<file path="config.mk">
export PLATFORM = sky130hd
export DESIGN_NAME = ttl_multi_out_flat
export DESIGN_NICKNAME = d
export VERILOG_FILES = /design/src/rtl/ttl_multi_out_if.sv /design/src/rtl/ttl_multi_out.sv /design/src/flat_wrapper.sv
export SDC_FILE = /design/constraint.sdc
export NUM_CORES = 1
export LEC_CHECK = 0
export CAP_MARGIN = 20
export CORE_ASPECT_RATIO = 1.75
export CORE_MARGIN = 2
export CORE_UTILIZATION = 53
export DETAILED_ROUTE_END_ITERATION = 12
export PLACE_DENSITY = 0.71
export SLEW_MARGIN = 20
export SYNTH_ARGS = -nofsm -noshare
export SYNTH_HDL_FRONTEND = slang
export SYNTH_SLANG_ARGS = --single-unit
</file>
<file path="constraint.sdc">
create_clock -name s_axi_aclk -period 7.7 [get_ports s_axi_aclk]
set_input_delay 0.77 -clock s_axi_aclk [delete_from_list [all_inputs] [get_ports s_axi_aclk]]
set_output_delay 0.77 -clock s_axi_aclk [all_outputs]
set_load 0.1 [all_outputs]
</file>
<file path="src/rtl/ttl_multi_out_if.sv">
// Timestamped TTL event stream interface (valid/ready) for ttl_multi_out.
// ev_pulse_len exists only when TTL_MULTI_OUT_PULSE_EN is defined.
interface ttl_multi_out_if #(
  parameter int unsigned NUM_CH  = 8,
  parameter int unsigned TS_LEN  = 64
`ifdef TTL_MULTI_OUT_PULSE_EN
  , parameter int unsigned PULSE_W = 16
`endif
);
  logic              ev_valid;
  logic              ev_ready;
  logic [TS_LEN-1:0] ev_ts;
  logic [NUM_CH-1:0] ev_value;
  logic [NUM_CH-1:0] ev_mask;
`ifdef TTL_MULTI_OUT_PULSE_EN
  logic [PULSE_W-1:0] ev_pulse_len;

  modport master (output ev_valid, ev_ts, ev_value, ev_mask, ev_pulse_len, input ev_ready);
  modport slave  (input ev_valid, ev_ts, ev_value, ev_mask, ev_pulse_len, output ev_ready);
`else
  modport master (output ev_valid, ev_ts, ev_value, ev_mask, input ev_ready);
  modport slave  (input ev_valid, ev_ts, ev_value, ev_mask, output ev_ready);
`endif
endinterface

</file>
<file path="src/rtl/ttl_multi_out.sv">
// Timed TTL output bank: queues timestamped set/clear events and applies each when counter == ts.
// Optional auto-clearing pulse mode is enabled by defining TTL_MULTI_OUT_PULSE_EN.
module ttl_multi_out #(
  parameter int unsigned NUM_CH   = 8,
  parameter int unsigned DEPTH    = 16,
  parameter int unsigned ADDR_LEN = 4,
  parameter int unsigned TS_LEN   = 64
`ifdef TTL_MULTI_OUT_PULSE_EN
  , parameter int unsigned PULSE_W = 16
`endif
) (
  input  logic                s_axi_aclk,
  input  logic                s_axi_aresetn,
  input  logic [TS_LEN-1:0]   counter,
  input  logic                auto_start,
  input  logic                flush,
  ttl_multi_out_if.slave      ev,
  input  logic                override_en,
  input  logic [NUM_CH-1:0]   override_value,
  output logic [NUM_CH-1:0]   ttl_out,
  output logic                counter_matched,
  output logic                late_error,
  output logic [TS_LEN-1:0]   late_error_ts,
  output logic                full,
  output logic                empty,
  output logic [ADDR_LEN:0]   level
);

  localparam int unsigned LVL_W = ADDR_LEN + 1;

  logic [TS_LEN-1:0]   r_ts_mem   [DEPTH];
  logic [NUM_CH-1:0]   r_val_mem  [DEPTH];
  logic [NUM_CH-1:0]   r_mask_mem [DEPTH];
  logic [ADDR_LEN-1:0] r_wptr, r_rptr;
  logic [LVL_W-1:0]    r_level;
  logic                r_full, r_empty;
  logic [NUM_CH-1:0]   r_shadow, r_ttl;
  logic                r_matched, r_late, r_ready_q;
  logic [TS_LEN-1:0]   r_late_ts;

  logic [TS_LEN-1:0]   w_head_ts;
  logic [NUM_CH-1:0]   w_head_val, w_head_mask, w_shadow_nxt;
  logic                w_push, w_active, w_fire, w_drop, w_pop;
  logic [LVL_W-1:0]    w_level_nxt;

`ifdef TTL_MULTI_OUT_PULSE_EN
  logic [PULSE_W-1:0]  r_plen_mem [DEPTH];
  logic [PULSE_W-1:0]  r_pcnt     [NUM_CH];
  logic [PULSE_W-1:0]  w_pcnt_nxt [NUM_CH];
  logic [PULSE_W-1:0]  w_head_plen;
`endif

  assign r_ready_q   = s_axi_aresetn && !r_full && !flush;
  assign ev.ev_ready = r_ready_q;
  assign w_push      = ev.ev_valid && r_ready_q;

  assign w_head_ts   = r_ts_mem[r_rptr];
  assign w_head_val  = r_val_mem[r_rptr];
  assign w_head_mask = r_mask_mem[r_rptr];

  // Head compare; flush overrides any fire or drop in the same cycle
  assign w_active = auto_start && !r_empty && !flush;
  assign w_fire   = w_active && (w_head_ts == counter);
  assign w_drop   = w_active && (w_head_ts <  counter);
  assign w_pop    = w_fire || w_drop;

  assign w_level_nxt = flush ? '0 : (r_level + LVL_W'(w_push) - LVL_W'(w_pop));

  // Event storage; contents need no reset since pointers define validity
  always_ff @(posedge s_axi_aclk) begin
    if (w_push) begin
      r_ts_mem[r_wptr]   <= ev.ev_ts;
      r_val_mem[r_wptr]  <= ev.ev_value;
      r_mask_mem[r_wptr] <= ev.ev_mask;
`ifdef TTL_MULTI_OUT_PULSE_EN
      r_plen_mem[r_wptr] <= ev.ev_pulse_len;
`endif
    end
  end

`ifdef TTL_MULTI_OUT_PULSE_EN
  assign w_head_plen = r_plen_mem[r_rptr];
`endif

  // Next shadow state: pulse expiries first, then the firing event so a fire wins
  always_comb begin
    w_shadow_nxt = r_shadow;
`ifdef TTL_MULTI_OUT_PULSE_EN
    for (int unsigned i = 0; i < NUM_CH; i++) begin
      w_pcnt_nxt[i] = r_pcnt[i];
      if (r_pcnt[i] == PULSE_W'(1)) begin
        w_shadow_nxt[i] = 1'b0;
        w_pcnt_nxt[i]   = '0;
      end else if (r_pcnt[i] != '0) begin
        w_pcnt_nxt[i] = r_pcnt[i] - PULSE_W'(1);
      end
    end
`endif
    if (w_fire) begin
      w_shadow_nxt = (w_shadow_nxt & ~w_head_mask) | (w_head_val & w_head_mask);
`ifdef TTL_MULTI_OUT_PULSE_EN
      for (int unsigned i = 0; i < NUM_CH; i++) begin
        if (w_head_mask[i]) begin
          w_pcnt_nxt[i] = w_head_val[i] ? w_head_plen : '0;
        end
      end
`endif
    end
  end

  always_ff @(posedge s_axi_aclk) begin
    if (!s_axi_aresetn) begin
      r_wptr    <= '0;
      r_rptr    <= '0;
      r_level   <= '0;
      r_full    <= 1'b0;
      r_empty   <= 1'b1;
      r_shadow  <= '0;
      r_ttl     <= '0;
      r_matched <= 1'b0;
      r_late    <= 1'b0;
      r_late_ts <= '0;
    end else begin
      if (flush) begin
        r_rptr <= r_wptr;
      end else begin
        if (w_push) r_wptr <= r_wptr + ADDR_LEN'(1);
        if (w_pop)  r_rptr <= r_rptr + ADDR_LEN'(1);
      end
      r_level   <= w_level_nxt;
      r_full    <= (w_level_nxt == LVL_W'(DEPTH));
      r_empty   <= (w_level_nxt == '0);
      r_shadow  <= w_shadow_nxt;
      r_ttl     <= override_en ? override_value : w_shadow_nxt;
      r_matched <= w_fire;
      if (w_drop) begin
        r_late <= 1'b1;
        if (!r_late) r_late_ts <= w_head_ts;
      end
    end
  end

`ifdef TTL_MULTI_OUT_PULSE_EN
  // Per-channel pulse down-counters
  always_ff @(posedge s_axi_aclk) begin
    for (int unsigned i = 0; i < NUM_CH; i++) begin
      if (!s_axi_aresetn) r_pcnt[i] <= '0;
      else                r_pcnt[i] <= w_pcnt_nxt[i];
    end
  end
`endif

  assign ttl_out         = r_ttl;
  assign counter_matched = r_matched;
  assign late_error      = r_late;
  assign late_error_ts   = r_late_ts;
  assign full            = r_full;
  assign empty           = r_empty;
  assign level           = r_level;

endmodule
</file>
<file path="src/flat_wrapper.sv">
// flat-port wrapper written by rule: the top's interface ports become plain ports
module ttl_multi_out_flat 
#(
  parameter int unsigned NUM_CH   = 8,
  parameter int unsigned DEPTH    = 16,
  parameter int unsigned ADDR_LEN = 4,
  parameter int unsigned TS_LEN   = 64

)
  (s_axi_aclk, s_axi_aresetn, counter, auto_start, flush, override_en, override_value, ttl_out, counter_matched, late_error, late_error_ts, full, empty, level, ev_ev_valid, ev_ev_ts, ev_ev_value, ev_ev_mask, ev_ev_ready);
  ttl_multi_out_if #(.NUM_CH(NUM_CH), .TS_LEN(TS_LEN)) ev_i ();
  input  logic s_axi_aclk;
  input  logic s_axi_aresetn;
  input  logic [TS_LEN-1:0] counter;
  input  logic auto_start;
  input  logic flush;
  input  logic override_en;
  input  logic [NUM_CH-1:0] override_value;
  output logic [NUM_CH-1:0] ttl_out;
  output logic counter_matched;
  output logic late_error;
  output logic [TS_LEN-1:0] late_error_ts;
  output logic full;
  output logic empty;
  output logic [ADDR_LEN:0] level;
  input wire logic [$bits(ev_i.ev_valid)-1:0] ev_ev_valid;
  input wire logic [$bits(ev_i.ev_ts)-1:0] ev_ev_ts;
  input wire logic [$bits(ev_i.ev_value)-1:0] ev_ev_value;
  input wire logic [$bits(ev_i.ev_mask)-1:0] ev_ev_mask;
  output wire logic [$bits(ev_i.ev_ready)-1:0] ev_ev_ready;
  assign ev_i.ev_valid = ev_ev_valid;
  assign ev_i.ev_ts = ev_ev_ts;
  assign ev_i.ev_value = ev_ev_value;
  assign ev_i.ev_mask = ev_ev_mask;
  assign ev_ev_ready = ev_i.ev_ready;
  ttl_multi_out #(.NUM_CH(NUM_CH), .DEPTH(DEPTH), .ADDR_LEN(ADDR_LEN), .TS_LEN(TS_LEN)) u_core (.s_axi_aclk(s_axi_aclk), .s_axi_aresetn(s_axi_aresetn), .counter(counter), .auto_start(auto_start), .flush(flush), .ev(ev_i), .override_en(override_en), .override_value(override_value), .ttl_out(ttl_out), .counter_matched(counter_matched), .late_error(late_error), .late_error_ts(late_error_ts), .full(full), .empty(empty), .level(level));
endmodule
</file>
==> results.yml, run 1 <==
run_status:
  status: "complete, no violations"
critical_path:
  endpoint_kind: "flip-flop"
  worstSetupPathType: "reg -> reg"
  cp_max_fo: 60
  startpoint_type: "flip-flop"
  worstPathRequired_ps: 8330
  arrival_ps: 7140
global_route:
  antenna_found_initial: 13
  grt_pass1_wl_mm: 180
  use_met2_pct: 42.1
  grt_max_degree: 86
  grt_pass1_vias: 26875
  grtUsageTotal_pct: 24.4
  grt.met1_usage_pct: 31.0
  grt.busiest_layer: "met2"
  grt.met3_usage_pct: 4.67
  overflow: 0
clock_network:
  clk_latency_ps: 720
  cts_buffers: 115
  cts_resized: 0
  hold_buffers: 0
  postCtsSetupBuffers: 0
  clkTransAtPathRegs_ps: 70
  clkSinkCount: 1381
  cts_buffer_depth: 3
  cts_max_level: 3
  cts_tree: "yes"
  root_buffer: "clkbuf_16"
die:
  die_w_um: 244
  start_util_pct: 53.3
  rows: 154
  io_pins: 240
  dieArea_um2: 104000
  die_h_um: 424
  core_area_um2: 100000
logic_synthesis:
  synth.cell_area_um2: 53500
  synth_nets: 2630
  synthCells: 2397
  synthArstFlopShare_pct: 0
  yosys_register_bits: 1381
  synthDistinctLibCells: 48
  ys_seq_area_share_pct: 75.7
  avgSynthCellArea_um2: 22.3
  yosysWarnings: 0
  yosys_most_used_dff: "edfxtp_1"
  synth_edf_count: 1280
layout:
  layoutNonFillerInstCount: 4140
  final_common_cell: "edfxtp_1"
  fin_area_um2: 61600
  final_cell_mix: "edfxtp_1 (1280), mux4_2 (400), clkdlybuf4s50_1 (239), clkbuf_16 (118), dfxtp_1 (97)"
  drive_gt1_share_pct: 23.6
  fill_cells: 6814
  finalNetCount: 2940
  fin_util_pct: 61.4
  area_growth_syn_to_layout_pct: 15.2
sta:
  tns_ps: 0
  tightest_slew_ps: 1180
  setup_viol: 0
  clock.fmax_mhz: 154
  final-hold-violation-count: 0
  finalClockSkew_ps: 21.5
  finalCritPeriodShare_pct: 84.5
  relSlewSlack_pct: 21.2
  final.min_clock_period_ps: 6510
  rsz0062_at_grt: "false"
  slew_violations: 0
drt:
  drtIter0Drc: 2545
  wire_per_inst_um: 30.1
  drtAntennaViolNets: 0
  first_pass_iters: 5
  wl_mm: 125
  vias: 25512
  vias_per_cell: 6.16
  drc: 0
pwr:
  ir_drop_v: 0.000176
  powerDensity_nw_per_um2: 244
  p_leak_nw: 19.8
  p_sw_mw: 3.12
  clock_power_share_pct: 39.1
  power.internal_mw: 11.9
  power_frac_comb_pct: 5.9
  sw_frac_of_total_pct: 20.8
  pwr-share-seq_pct: 55.0
placement:
  io_buffers: 239
  placedCellCount: 3916
  place.gp.congestion: 0.779
  dp_hpwl_mm: 70.8
  placed_area_um2: 57800
hold_path:
  hp-class: "reg -> reg"
run:
  cap_viol_max_count: 0
## critical path: stages, from the launching register on
cell and delay [ps]:
dfxtp_4 680, buf_12 460, mux4_2 570, mux4_2 510, ha_1 340, a21oi_1 170, o21a_1 180, a2bb2oi_1 660
a31oi_1 230, a211oi_1 600, a21boi_4 240, inv_1 110, ha_1 120, inv_1 40, ha_1 220, fa_1 410
a21o_1 200, a21oi_1 170, xnor2_1 170, nor2_1 90, a21oi_1 140
## routing by layer
metal / vias to the layer above / share of wire [%]
met5: - / 0.096
met4: 18 / 3.2
met3: 207 / 7.6
met2: 1153 / 52
met1: 13549 / 37
li1: 10585 / -
## final cells by class
class,count,area [um^2],share of cell area [%]
Sequential cell,1381,40500,65.7
Timing Repair Buffer,303,3080,5.00
Clock inverter,55,571,0.926
Antenna cell,5,12.5,0.0203
Clock buffer,164,3250,5.27
Inverter,84,315,0.512
Tap cell,1326,1660,2.69
Multi-Input combinational cell,822,12200,19.9
## cell usage after synthesis (16+ instances only)
master    number  area [um^2]
edfxtp_1    1280        38400
mux4_2       400         9010
dfxtp_1      101         2020
nor2_1        86          323
inv_1         83          312
ha_1          74          926
mux2i_1       65          651
buf_2         46          230
clkbuf_1      43          161
a21oi_1       34          170
nand2_1       20         75.1
and2_1        17          106
nand4_1       16          100
## final timing paths
kind	start	end	slack [ps]	cells past startpoint
max reg2reg	flip-flop	u_core.empty	1190	20
max	flip-flop	u_core.empty	1190	20
min	u_core.late_error_ts[16]	u_core.late_error_ts[16]	490	2
min reg2reg	u_core.late_error_ts[16]	u_core.late_error_ts[16]	490	2
## sequential cells by signal, summed over array words and instances (netlist names), named ones only
register and flops:
u_core.late_error 1, u_core.late_error_ts 64, u_core.empty 1, u_core.full 1
u_core.counter_matched 1, u_core.r_ts_mem 1024, u_core.level 5, u_core.r_shadow 8
u_core.ttl_out 8, u_core.r_wptr 4, u_core.r_rptr 4, u_core.r_mask_mem 128
u_core.r_val_mem 128
## logic make-up after synthesis
family                     share of synthesized area, %
DFF                                                75.7
buffers and inverters                              1.58
and+or+nand+nor                                    1.67
AOI/OAI and AO/OA                                 0.962
muxes                                              18.2
adders and majority gates                          1.77
xor gates and xnor gates                          0.115
## power groups by stage
stage	clock network, mW	logic, mW	registers (mW)
after floorplan	0	0.475	8.47
after global placement	0	0.868	8.41
after detailed placement	0	0.889	8.42
after CTS	5.95	0.894	8.25
after global routing	6.22	0.951	8.25
final	5.87	0.885	8.25
## per-stage QoR
| step | total power, mW | setup slack [ps] | hold slack (ps) |
|---|---|---|---|
| 3_5_place_dp | 9.31 | 1350 | 487 |
| 6_report | 15.0 | 1190 | 494 |
| 2_1_floorplan | 8.94 | -1320 | 477 |
| 4_1_cts | 15.1 | 1210 | 502 |
| 5_1_grt | 15.4 | 807 | 520 |
| 3_3_place_gp | 9.28 | 751 | 475 |
Power figures use the tool's default switching activity.
==> run 2, diff against run 1 <==
- PLACE_DENSITY: 0.71 -> 0.68
- clock period: 7.7 -> 6.1 ns (I/O delays scaled with it)
==> run 2 against run 1 <==
Effect of this change:
- routed wire length up 1.3%
- maximum frequency up 12%
- core utilization increased by 0.52 points
- non-clock buffer count up 25
- hold slack worse by 0.67 ps
- largest power group unchanged
==> results.yml, run 2 (same netlist as run 1, synthesis figures left out) <==
run_status:
  status: "complete, no violations"
drt:
  drc: 0
  wire_per_inst_um: 30.3
  vias: 25467
  vias_per_cell: 6.12
  drtIter0Drc: 2344
  first_pass_iters: 7
  wl_mm: 126
  drtAntennaViolNets: 0
layout:
  fin_util_pct: 61.9
  fill_cells: 6772
  drive_gt1_share_pct: 24.5
  final_common_cell: "edfxtp_1"
  largest_register_ffs: 1024
  fin_area_um2: 62100
  area_growth_syn_to_layout_pct: 16.2
  layoutNonFillerInstCount: 4162
  multi_input_area_um2: 12300
  final_cell_mix: "edfxtp_1 (1280), mux4_2 (400), clkdlybuf4s50_1 (237), clkbuf_16 (119), dfxtp_1 (97)"
  largest_register: "u_core.r_ts_mem"
  seqCellArea_um2: 40500
  finalNetCount: 2965
  top_regs: "u_core.r_ts_mem: 1024 flops, u_core.r_mask_mem: 128 flops, u_core.r_val_mem: 128 flops"
clock_network:
  clk_latency_ps: 730
  clkTransAtPathRegs_ps: 70
  cts_buffer_depth: 3
  cts_max_level: 3
  clkSinkCount: 1381
  root_buffer: "clkbuf_16"
  postCtsSetupBuffers: 0
  cts_buffers: 115
  cts_resized: 0
  hold_buffers: 0
  cts_tree: "yes"
run:
  cap_viol_max_count: 0
sta:
  finalClockSkew_ps: 33.2
  hold_ws_ps: 493
  final-hold-violation-count: 0
  rsz0062_at_grt: "false"
  slew_violations: 0
  final.min_clock_period_ps: 5830
  clock.fmax_mhz: 171
  setup_viol: 0
  relSlewSlack_pct: 25.2
  tightest_slew_ps: 1120
  finalCritPeriodShare_pct: 95.6
global_route:
  antenna_found_initial: 9
  grt_max_degree: 73
  grt_pass1_wl_mm: 183
  overflow: 0
  grtUsageTotal_pct: 24.7
  grt_pass1_vias: 27103
critical_path:
  worstPathRequired_ps: 6760
  cpMostUsedCell: "ha_1"
  slowest_delay_ps: 600
  worst_path_max_delay_cell: "mux4_2"
  arrival_ps: 6500
  cp_max_fo: 38
  startpoint_type: "flip-flop"
  worstSetupPathType: "reg -> reg"
  endpoint_kind: "flip-flop"
  worstPathCellList: "buf_4, mux4_2, mux4_2, ha_1, nand4_1, nor3_1, buf_4, nand4_1, a31oi_2, a211oi_2, a21boi_4, inv_1, ha_1, inv_1, ha_1, fa_1, a21o_1, a21oi_1, xnor2_1, nor2_1, a21oi_1"
die:
  io_pins: 240
  rows: 154
  start_util_pct: 53.3
  core_area_um2: 100000
  die_h_um: 424
  die_w_um: 244
  dieArea_um2: 104000
placement:
  placedCellCount: 3940
  placed_area_um2: 58100
  place.gp.congestion: 0.776
  dp_hpwl_mm: 72.1
  io_buffers: 239
pwr:
  ir_drop_v: 0.000267
  powerDensity_nw_per_um2: 310
  p_leak_nw: 20.1
hold_path:
  hp-class: "reg -> reg"
[run 2: cell types whose count changed in the layout (fill, tap and decap cells not counted), moves of 2 or more]
cell	change
buf_12	+9
clkinv_1	+10
nor3_2	-5
clkbuf_8	-9
clkinv_4	+2
buf_4	+12
diode_2	-2
clkinv_8	+2
nor3_4	+4
clkdlybuf4s50_1	-2
clkbuf_1	-15
clkinvlp_4	+2
bufinv_16	+8
buf_16	+2
[run 2: critical path, delay by kind of cell (launching register included)]
| family | cells | cell delay [ps] |
|---|---|---|
| AO/OA/AOI/OAI | 6 | 1050 |
| adder cells (fa/ha/maj) | 4 | 1240 |
| buffers and inverters | 4 | 890 |
| XOR/XNOR | 1 | 180 |
| multiplexers | 2 | 1020 |
| AND/OR/NAND/NOR | 4 | 830 |
| flip-flops | 1 | 540 |
[run 2: power by group]
part,leakage [nW],internal (mW),switching [mW]
sequential,12.3,10.4,0.0325
combinational,5.81,0.508,0.639
clock,1.92,4.33,3.36
total,20.1,15.2,4.03
[run 2: final cells by class]
| cell class | instances | area share (%) |
|---|---|---|
| timing repair buffer | 328 | 5.57 |
| clock inverter | 79 | 1.46 |
| tap | 1326 | 2.67 |
| inverter | 84 | 0.509 |
| multi-input combinational | 822 | 19.7 |
| sequential | 1381 | 65.1 |
| clock buffer | 139 | 4.89 |
| antenna | 3 | 0.0121 |
[run 2: final timing paths]
kind                                 start                       end  slack (ps)  cells after the start
hold reg to reg   u_core.late_error_ts[62]  u_core.late_error_ts[62]         490                      2
setup / recovery                 flip-flop              u_core.empty         270                     21
hold / removal    u_core.late_error_ts[62]  u_core.late_error_ts[62]         490                      2
setup reg to reg                 flip-flop              u_core.empty         270                     21
[run 2: per-stage QoR]
stage | power [mW] | worst slack [ps] | TNS, ps
after floorplan | 11.3 | -631 | -315380
after global placement | 11.7 | 105 | 0
after detailed placement | 11.8 | 73.8 | 0
after CTS | 19.4 | 64.2 | 0
after global routing | 19.8 | 27.8 | 0
final | 19.2 | 266 | 0
[run 2: routing by layer]
metal  vias up  share of wire [%]  global-route usage (%)
met5         -              0.037                       0
met4         8                2.3                    6.99
met3       171                6.2                    3.58
met2       970                 53                    42.9
met1     13674                 39                    32.8
li1      10644                  -                       -
==> run 3, diff against run 2 <==
- CORE_UTILIZATION: 53 -> 55
- GPL_TIMING_DRIVEN: default -> 0
- PLACE_DENSITY: 0.68 -> 0.71
- clock period: 6.1 -> 7 ns (I/O delays scaled with it)
==> run 3 against run 2 <==
Effect of this change:
- worst setup slack worse by 89 ps
- global-route usage rose by 2.4 points
- non-clock buffer count rose by 116
- sequential power decreased by 13%
- first-iteration DRC count is 13% higher
- core utilization rose by 3.4 points
- critical path depth rose by 3
- highest routed layer unchanged
- register-to-register slack got worse by 90 ps
- final area is 1.5% higher
- routed wire length up 4.8%
==> results.yml, run 3 (same netlist as run 1, synthesis figures left out) <==
layout:
  largest_register: "u_core.r_ts_mem"
  final_common_cell: "edfxtp_1"
  layoutNonFillerInstCount: 4251
  largest_register_ffs: 1024
  area_growth_syn_to_layout_pct: 17.9
  final_cell_mix: "edfxtp_1 (1280), mux4_2 (400), clkdlybuf4s50_1 (237), clkbuf_16 (118), dfxtp_1 (101)"
  fill_cells: 6098
  seqCellArea_um2: 40500
  fin_area_um2: 63000
  drive_gt1_share_pct: 26.8
  finalNetCount: 3081
  top_regs: "u_core.r_ts_mem: 1024 flops, u_core.r_mask_mem: 128 flops, u_core.r_val_mem: 128 flops"
  multi_input_area_um2: 12300
die:
  start_util_pct: 55.4
  io_pins: 240
  core_area_um2: 96500
  die_h_um: 416
  die_w_um: 240
  dieArea_um2: 99800
  rows: 151
global_route:
  grt.busiest_layer: "met2"
  grt_pass1_wl_mm: 189
  grt_pass1_vias: 27928
  grt.met1_usage_pct: 32.7
  antenna_found_initial: 15
  use_met2_pct: 47.4
  overflow: 0
  grt.met3_usage_pct: 4.65
  grt_max_degree: 37
  grtUsageTotal_pct: 27.1
drt:
  vias_per_cell: 6.21
  wl_mm: 132
  drc: 0
  vias: 26388
  drtIter0Drc: 2649
  first_pass_iters: 8
  drtAntennaViolNets: 0
  wire_per_inst_um: 31.1
pwr:
  powerDensity_nw_per_um2: 265
  p_leak_nw: 20.6
  power_mw: 16.7
  ir_drop_v: 0.000191
hold_path:
  hp-class: "reg -> reg"
  min-delay-start: "u_core.late_error_ts[52]"
sta:
  finalCritPeriodShare_pct: 97.5
  clock.fmax_mhz: 147
  slew_violations: 0
  relSlewSlack_pct: 29.2
  rsz0062_at_grt: "false"
  final-hold-violation-count: 0
  tightest_slew_ps: 1060
  final.min_clock_period_ps: 6820
  setup_viol: 0
  finalClockSkew_ps: 36.2
run_status:
  status: "complete, no violations"
run:
  cap_viol_max_count: 0
clock_network:
  cts_buffer_depth: 3
  cts_buffers: 115
  cts_tree: "yes"
  cts_max_level: 3
  root_buffer: "clkbuf_16"
  clkTransAtPathRegs_ps: 70
  clk_latency_ps: 740
  clkSinkCount: 1381
placement:
  dp_hpwl_mm: 85.8
  place.gp.congestion: 0.804
  placedCellCount: 4031
  io_buffers: 239
  placed_area_um2: 59000
critical_path:
  arrival_ps: 7480
  startpoint_type: "flip-flop"
  worstPathRequired_ps: 7650
  worstSetupPathType: "reg -> reg"
  cp_max_fo: 10
  endpoint_kind: "flip-flop"
## run 3: cell type report
class                           instances  area share [%]
Tap cell                             1300            2.58
Buffer                                108            1.00
Clock inverter                         60            1.07
Inverter                               84           0.500
Multi-Input combinational cell        822            19.5
Sequential cell                      1381            64.2
Clock buffer                          155            5.11
Antenna cell                            5          0.0198
Timing Repair Buffer                  336            6.05
## run 3: per-stage QoR
step | worst slack (ps) | utilization, % | setup TNS (ps) | hold slack [ps]
detailed placement | -1620 | 61.1 | -53870 | 487
CTS | 15.3 | 65.3 | 0 | 508
finish | 177 | 65.3 | 0 | 500
global route | 35.7 | 65.3 | 0 | 534
floorplan | -1950 | - | -622740 | 477
global placement | -9610 | 59.5 | -5221350 | 472
## run 3: path summary, 6_finish.rpt
| kind | slack (ps) | cells past startpoint | end |
|---|---|---|---|
| min reg2reg | 500 | 2 | u_core.late_error_ts[52] |
| max | 180 | 24 | u_core.empty |
| min | 500 | 2 | u_core.late_error_ts[52] |
| max reg2reg | 180 | 24 | u_core.empty |
## run 3: power breakdown
part	switching, mW	internal [mW]	leakage, nW
Combinational	0.607	0.440	6.42
Sequential	0.0144	9.04	12.3
Clock	2.93	3.69	1.88
Total	3.55	13.2	20.6
## run 3: timing repair
item,4_1_cts,5_1_grt
hold buffers,0,0
setup endpoints to repair,79,3
gates resized for setup,55,24
pin swaps,1,1
buffers inserted,1,1
## run 3: per-layer routing
| metal | vias to the layer above | share of wire (%) | wire, um |
|---|---|---|---|
| met2 | 1280 | 53 | 70500 |
| met3 | 293 | 6.9 | 9190 |
| met1 | 13919 | 35 | 46400 |
| li1 | 10876 | - | - |
| met5 | - | 0.10 | 132 |
| met4 | 20 | 4.6 | 6080 |
## run 3: worst max-delay path, cell delays in order, from the launching register on
cell	delay, ps
dfxtp_1	310
buf_2	250
buf_4	300
buf_4	360
buf_2	430
mux4_2	380
mux4_2	590
ha_1	330
nand4_1	150
nor3_4	510
nand4_1	150
buf_4	220
a31oi_4	320
a211oi_1	180
a21boi_4	350
inv_1	190
ha_1	310
inv_1	40
ha_1	220
fa_1	400
a21o_1	190
a21oi_1	160
xnor2_1	150
nor2_1	80
a21oi_1	130
==> variant 1, RTL diff (flow settings as in run 3) <==
`TS_LEN` is set to 64 in 3 places; all go to 32.
--- a/src/rtl/ttl_multi_out_if.sv
+++ b/src/rtl/ttl_multi_out_if.sv
@@ -3,5 +3,5 @@
 interface ttl_multi_out_if #(
   parameter int unsigned NUM_CH  = 8,
-  parameter int unsigned TS_LEN  = 64
+  parameter int unsigned TS_LEN  = 32
 `ifdef TTL_MULTI_OUT_PULSE_EN
   , parameter int unsigned PULSE_W = 16
--- a/src/rtl/ttl_multi_out.sv
+++ b/src/rtl/ttl_multi_out.sv
@@ -5,5 +5,5 @@
   parameter int unsigned DEPTH    = 16,
   parameter int unsigned ADDR_LEN = 4,
-  parameter int unsigned TS_LEN   = 64
+  parameter int unsigned TS_LEN   = 32
 `ifdef TTL_MULTI_OUT_PULSE_EN
   , parameter int unsigned PULSE_W = 16
--- a/src/flat_wrapper.sv
+++ b/src/flat_wrapper.sv
@@ -5,5 +5,5 @@
   parameter int unsigned DEPTH    = 16,
   parameter int unsigned ADDR_LEN = 4,
-  parameter int unsigned TS_LEN   = 64
+  parameter int unsigned TS_LEN   = 32
 
 )
Interface: changed (resized counter, ev_ev_ts and late_error_ts); port bits go from 240 to 144. No check against the original RTL was run, so the function may have changed too.
==> variant 1 against run 3 <==
Sequential power down 40%. Sequential cell count down 544. Non-clock buffer count down 166. Critical path depth down 3. Clock skew down 13 ps. Power down 39%. Final area down 39%. Worst setup slack better by 210 ps. Fmax up 3.1%. Routed wire length down 39%. Synthesized area down 39%. Critical path type unchanged.
==> variant 1: results <==
group,metric,value,unit
power_and_ir_drop,leakage,0.0123,uW
logic_synthesis,synth_cell_types,50,
status,status,"finished clean",
place,detailed_place_hpwl,52900,um
power_and_ir_drop,peakVddDrop,0.000209,V
hold_path,hold_path.class,"in2reg",
setup_path,regToRegEndpoint,"u_core.empty",
route,drt_first_pass_iters,5,
sta,finalSetupTns,0,ps
logic_synthesis,synth_nets,1687,
logic_synthesis,synthTopCellsByArea,"edfxtp_1 71%, mux4_2 15%, dfxtp_1 4.2%, ha_1 1.6%, a21oi_1 0.75%",
finish,drive_above_1_share,24.9,%
finish,fin_nets,1957,
global_routing,grt_start_max_net_pins,31,
global_routing,antenna_found_initial,3,
route,drtIter0Drc,2305,
logic_synthesis,ys.flop_type,"edfxtp_1",
global_routing,grt_pass1_wl,118000,um
logic_synthesis,synth_seq_area_share,75.1,%
route,routedWlPerCell,30.5,um
place,place.gp.congestion,0.842,
logic_synthesis,async_flop_share,0,%
clock_tree,clock_path_buffers,3,
place,dpl_cell_area,0.0358,mm2
setup_path,critPathMaxFanout,10,
route,vias,16800,
setup_path,rrSetupSlack,380,ps
finish,reg.largest.list,"u_core.r_ts_mem: 512 flops, u_core.r_mask_mem: 128 flops, u_core.r_val_mem: 128 flops",
setup_path,critPathSlowestCell,"mux4_2",
clock_tree,htreeDepth,3,
hold_path,hp-start,"flush",
sta,finalClockSkew,23.0,ps
logic_synthesis,ys_warn_count,0,
global_routing,grt_usage,27.1,%
clock_tree,clkTransAtPathRegs,70,ps
setup_path,slowest_delay,590,ps
global_routing,grt_pass1_vias,17500,
clock_tree,clockRootBuffer,"clkbuf_16",
hold_path,holdPathEnd,"u_core.full",
hold_path,min_path_cells,3,
clock_tree,insertion_delay,620,ps
clock_tree,cts_buffers,72,
logic_synthesis,synth_edf_count,768,
setup_path,worstPathArrival,7110,ps
sta,worst_slew_pin_slew,1110,ps
setup_path,rr_worst_depth,21,
place,io_buffer_count,142,
logic_synthesis,yosys-top-cells-count,"768 x edfxtp_1, 224 x mux4_2, 69 x dfxtp_1",
## variant 1: cells by family after synthesis
group | after synthesis | synth area share (%)
compound gates | 145 | 2.74
simple gates | 149 | 2.47
mux | 237 | 15.9
flops | 837 | 75.1
buf+inv | 130 | 1.84
xor+xnor | 9 | 0.242
fa+ha+maj | 43 | 1.68
## variant 1: worst max-delay path, delay by kind of cell, from the launching register on
family          cells  cell delay (ps)
mux                 2              980
buf+inv             5             1270
simple gates        4             1160
compound gates      5             1330
xor+xnor            1              110
flops               1              310
fa+ha+maj           4             1290
## variant 1: layer usage
layer / routed length, um / vias to the layer above / part of all wire (%) / track usage (%)
met5: 26 / - / 0.032 / 0
met3: 6250 / 178 / 7.7 / 5.14
met2: 41400 / 902 / 51 / 46.0
li1: - / 6964 / - / -
met4: 3390 / 4 / 4.2 / 11.8
met1: 30100 / 8796 / 37 / 34.6
## variant 1: cell type report
type                    count  area [um2]
flip-flops and latches    837       24400
fillers                  3838       20500
multi-input cells         583        7580
repair buffers            196        2220
clock buffers              93        1980
well taps                 780         976
clock inverters            41         554
plain buffers              82         428
inverters                  48         180
diodes                      1        2.50
## variant 1: how the worst max path moves through the flow
stage                  start                       to  slack (ps)  cells past startpoint
4_1_cts             register             u_core.empty          80                     21
5_1_grt             register             u_core.empty          90                     21
3_5_place_dp        register             u_core.empty         100                     21
6_report            register             u_core.empty         380                     21
2_1_floorplan          flush  u_core.r_mask_mem[7][0]         190                      7
3_3_place_gp   s_axi_aresetn   u_core.r_ts_mem[6][18]       -3640                      7
## variant 1: what timing repair did
item                                    4_1_cts  5_1_grt
gates resized for setup                       0       23
buffers inserted                              0        0
endpoints found under the setup margin        0        3
## variant 1: power breakdown
group | internal [uW] | switching (uW) | leakage [uW]
Sequential | 5470 | 9.82 | 0.00747
Clock | 2440 | 1810 | 0.00122
Combinational | 191 | 295 | 0.00357
## variant 1: stage by stage
stage | setup WS [ps] | instances | util (%) | total power, uW | hold WS [ps]
final | 384 | 2661 | 65.1 | 10200 | 454
after global routing | 91.4 | 2661 | 65.1 | 10500 | 478
after CTS | 84.0 | 2659 | 65.1 | 10300 | 430
after detailed placement | 104 | 2525 | 60.8 | 6080 | 469
after global placement | -3640 | 2472 | 59.3 | 6060 | 469
after floorplan | 185 | 1550 | - | 5860 | 553
==> variant 2, RTL diff (config.mk and constraints of run 3) <==
Without the edit above. Put one more register stage on the output `late_error_ts`, cleared by the reset. The value now appears one clock later. The other outputs are not delayed to match.
--- a/src/rtl/ttl_multi_out.sv
+++ b/src/rtl/ttl_multi_out.sv
@@ -154,5 +154,11 @@
   assign counter_matched = r_matched;
   assign late_error      = r_late;
-  assign late_error_ts   = r_late_ts;
+  always_ff @(posedge s_axi_aclk) begin
+    if (!s_axi_aresetn) begin
+      late_error_ts <= '0;
+    end else begin
+      late_error_ts <= r_late_ts;
+    end
+  end
   assign full            = r_full;
   assign empty           = r_empty;
Function: changed (Yosys sat finds a counterexample within 4 cycles, from zero or initial values and one cycle with s_axi_aresetn low).
==> variant 2 against run 3 <==
Synthesized cell count rose by 5.8%. Power increased by 5.4%. Final area rose by 4.6%. Worst setup slack gained 140 ps. Die area up 3.3%. Synthesized area increased by 3.4%. Sequential cell count increased by 64. Routed wire length increased by 8.0%. Critical path depth down 4.
==> variant 2: results <==
group,metric,value,unit
logic_synthesis,synth_cell_types,45,
global_routing,grt_start_max_net_pins,20,
sta,finalClockSkew,29.5,ps
place,place.gp.congestion,0.829,
logic_synthesis,async_flop_share,0,%
logic_synthesis,synth_compound_area_share,0.776,%
power_and_ir_drop,leakage,0.0215,uW
logic_synthesis,synth_nets,2768,
global_routing,antenna_found_initial,13,
route,vias,27700,
logic_synthesis,synthAdderAreaFrac,1.71,%
power_and_ir_drop,power_switching_share,21.2,%
setup_path,worstPathArrival,7370,ps
finish,fillers,6286,
power_and_ir_drop,peakVddDrop,0.000235,V
logic_synthesis,synth_top_area_share,69.5,%
clock_tree,htreeDepth,3,
finish,drive_above_1_share,25.5,%
setup_path,cp_top_family,"compound AO/OA/AOI/OAI gates",
sta,worst_slew_pin_slew,1160,ps
logic_synthesis,synth.area.mux_share,17.6,%
route,routedWlPerCell,32.3,um
clock_tree,clkTransAtPathRegs,70,ps
global_routing,grt_pass1_vias,29100,
logic_synthesis,synthTopCellsByArea,"edfxtp_1 70%, mux4_2 16%, dfxtp_1 6.0%, ha_1 1.7%, mux2i_1 1.3%",
logic_synthesis,synthCells,2535,
logic_synthesis,synth_seq_area_share,75.5,%
clock_tree,insertion_delay,760,ps
logic_synthesis,yosys-top-cells-count,"1280 x edfxtp_1, 400 x mux4_2, 165 x dfxtp_1",
setup_path,critPathSlowestCell,"clkbuf_1",
status,status,"finished clean",
finish,fin_nets,3228,
global_routing,grt_pass1_wl,204000,um
clock_tree,cts_buffers,119,
global_routing,grt_usage,28.1,%
logic_synthesis,synth-xor-area-share,0.111,%
setup_path,slowest_delay,720,ps
route,drt_first_pass_iters,5,
place,detailed_place_hpwl,97200,um
route,drtIter0Drc,2961,
-- variant 2: cell families (layout without fill, tap and decap cells) --
logic type | Yosys count | in the layout
buf+inv | 197 | 763
fa+ha+maj | 75 | 75
flops | 1445 | 1445
simple gates | 265 | 265
mux | 474 | 474
other cells | 0 | 7
compound gates | 72 | 72
xor+xnor | 7 | 7
-- variant 2: stage by stage --
| stage | total power, uW | setup slack, ps | cell area (um2) | std cells | hold slack, ps |
|---|---|---|---|---|---|
| after global placement | 10600 | -4460 | 59300 | 4091 | 438 |
| after floorplan | 10200 | 108 | 55300 | 2535 | 430 |
| final | 17600 | 318 | 65900 | 4425 | 456 |
| after detailed placement | 10700 | -517 | 61600 | 4193 | 443 |
| after global routing | 18100 | 8.08 | 65900 | 4421 | 473 |
| after CTS | 17700 | 26.5 | 65900 | 4419 | 461 |
-- variant 2: cell type report --
cell class / instances / area share (%)
sequential: 1445 / 63.3
multi-input combinational: 893 / 19.5
timing repair buffer: 342 / 6.96
clock buffer: 143 / 4.78
tap: 1317 / 2.50
clock inverter: 84 / 1.62
buffer: 115 / 0.841
inverter: 79 / 0.450
antenna: 7 / 0.0266
-- variant 2: worst register-to-register path: cells and delay by family, from the launching register on --
kind / cells / cell delay (ps)
AO/OA/AOI/OAI: 6 / 1460
XOR/XNOR: 1 / 160
adder cells (fa/ha/maj): 4 / 1270
buffers and inverters: 4 / 1440
flip-flops: 1 / 710
multiplexers: 2 / 1030
AND/OR/NAND/NOR: 3 / 560
-- variant 2: worst paths after layout --
check	startpoint	to	slack (ps)	depth (start not counted)
setup / recovery	register	u_core.empty	320	20
hold / removal	u_core.r_late_ts[6]	u_core.late_error_ts[6]	460	1
setup reg to reg	register	u_core.empty	320	20
hold reg to reg	u_core.r_late_ts[6]	u_core.late_error_ts[6]	460	1
-- variant 2: repair_timing --
item / CTS / global route
setup endpoints to repair: 6 / 3
hold endpoints to repair: 0 / 0
buffers inserted: 1 / 0
pin swaps: 1 / 0
gates resized for setup: 19 / 18
-- variant 2: power by group through the flow --
stage | logic [uW] | clock network [uW] | registers (uW)
global route | 1110 | 7520 | 9420
floorplan | 518 | 0 | 9660
finish | 1050 | 7140 | 9430
CTS | 1060 | 7220 | 9420
detailed placement | 1050 | 0 | 9610
global placement | 1010 | 0 | 9620
-- variant 2: routing by layer --
| layer | GRT usage, % | vias to the layer above | share of wire (%) |
|---|---|---|---|
| li1 | - | 11300 | - |
| met1 | 33.5 | 14700 | 35 |
| met2 | 49.6 | 1404 | 53 |
| met3 | 5.10 | 292 | 7.5 |
| met4 | 12.9 | 10 | 4.5 |
| met5 | 0 | - | 0.044 |
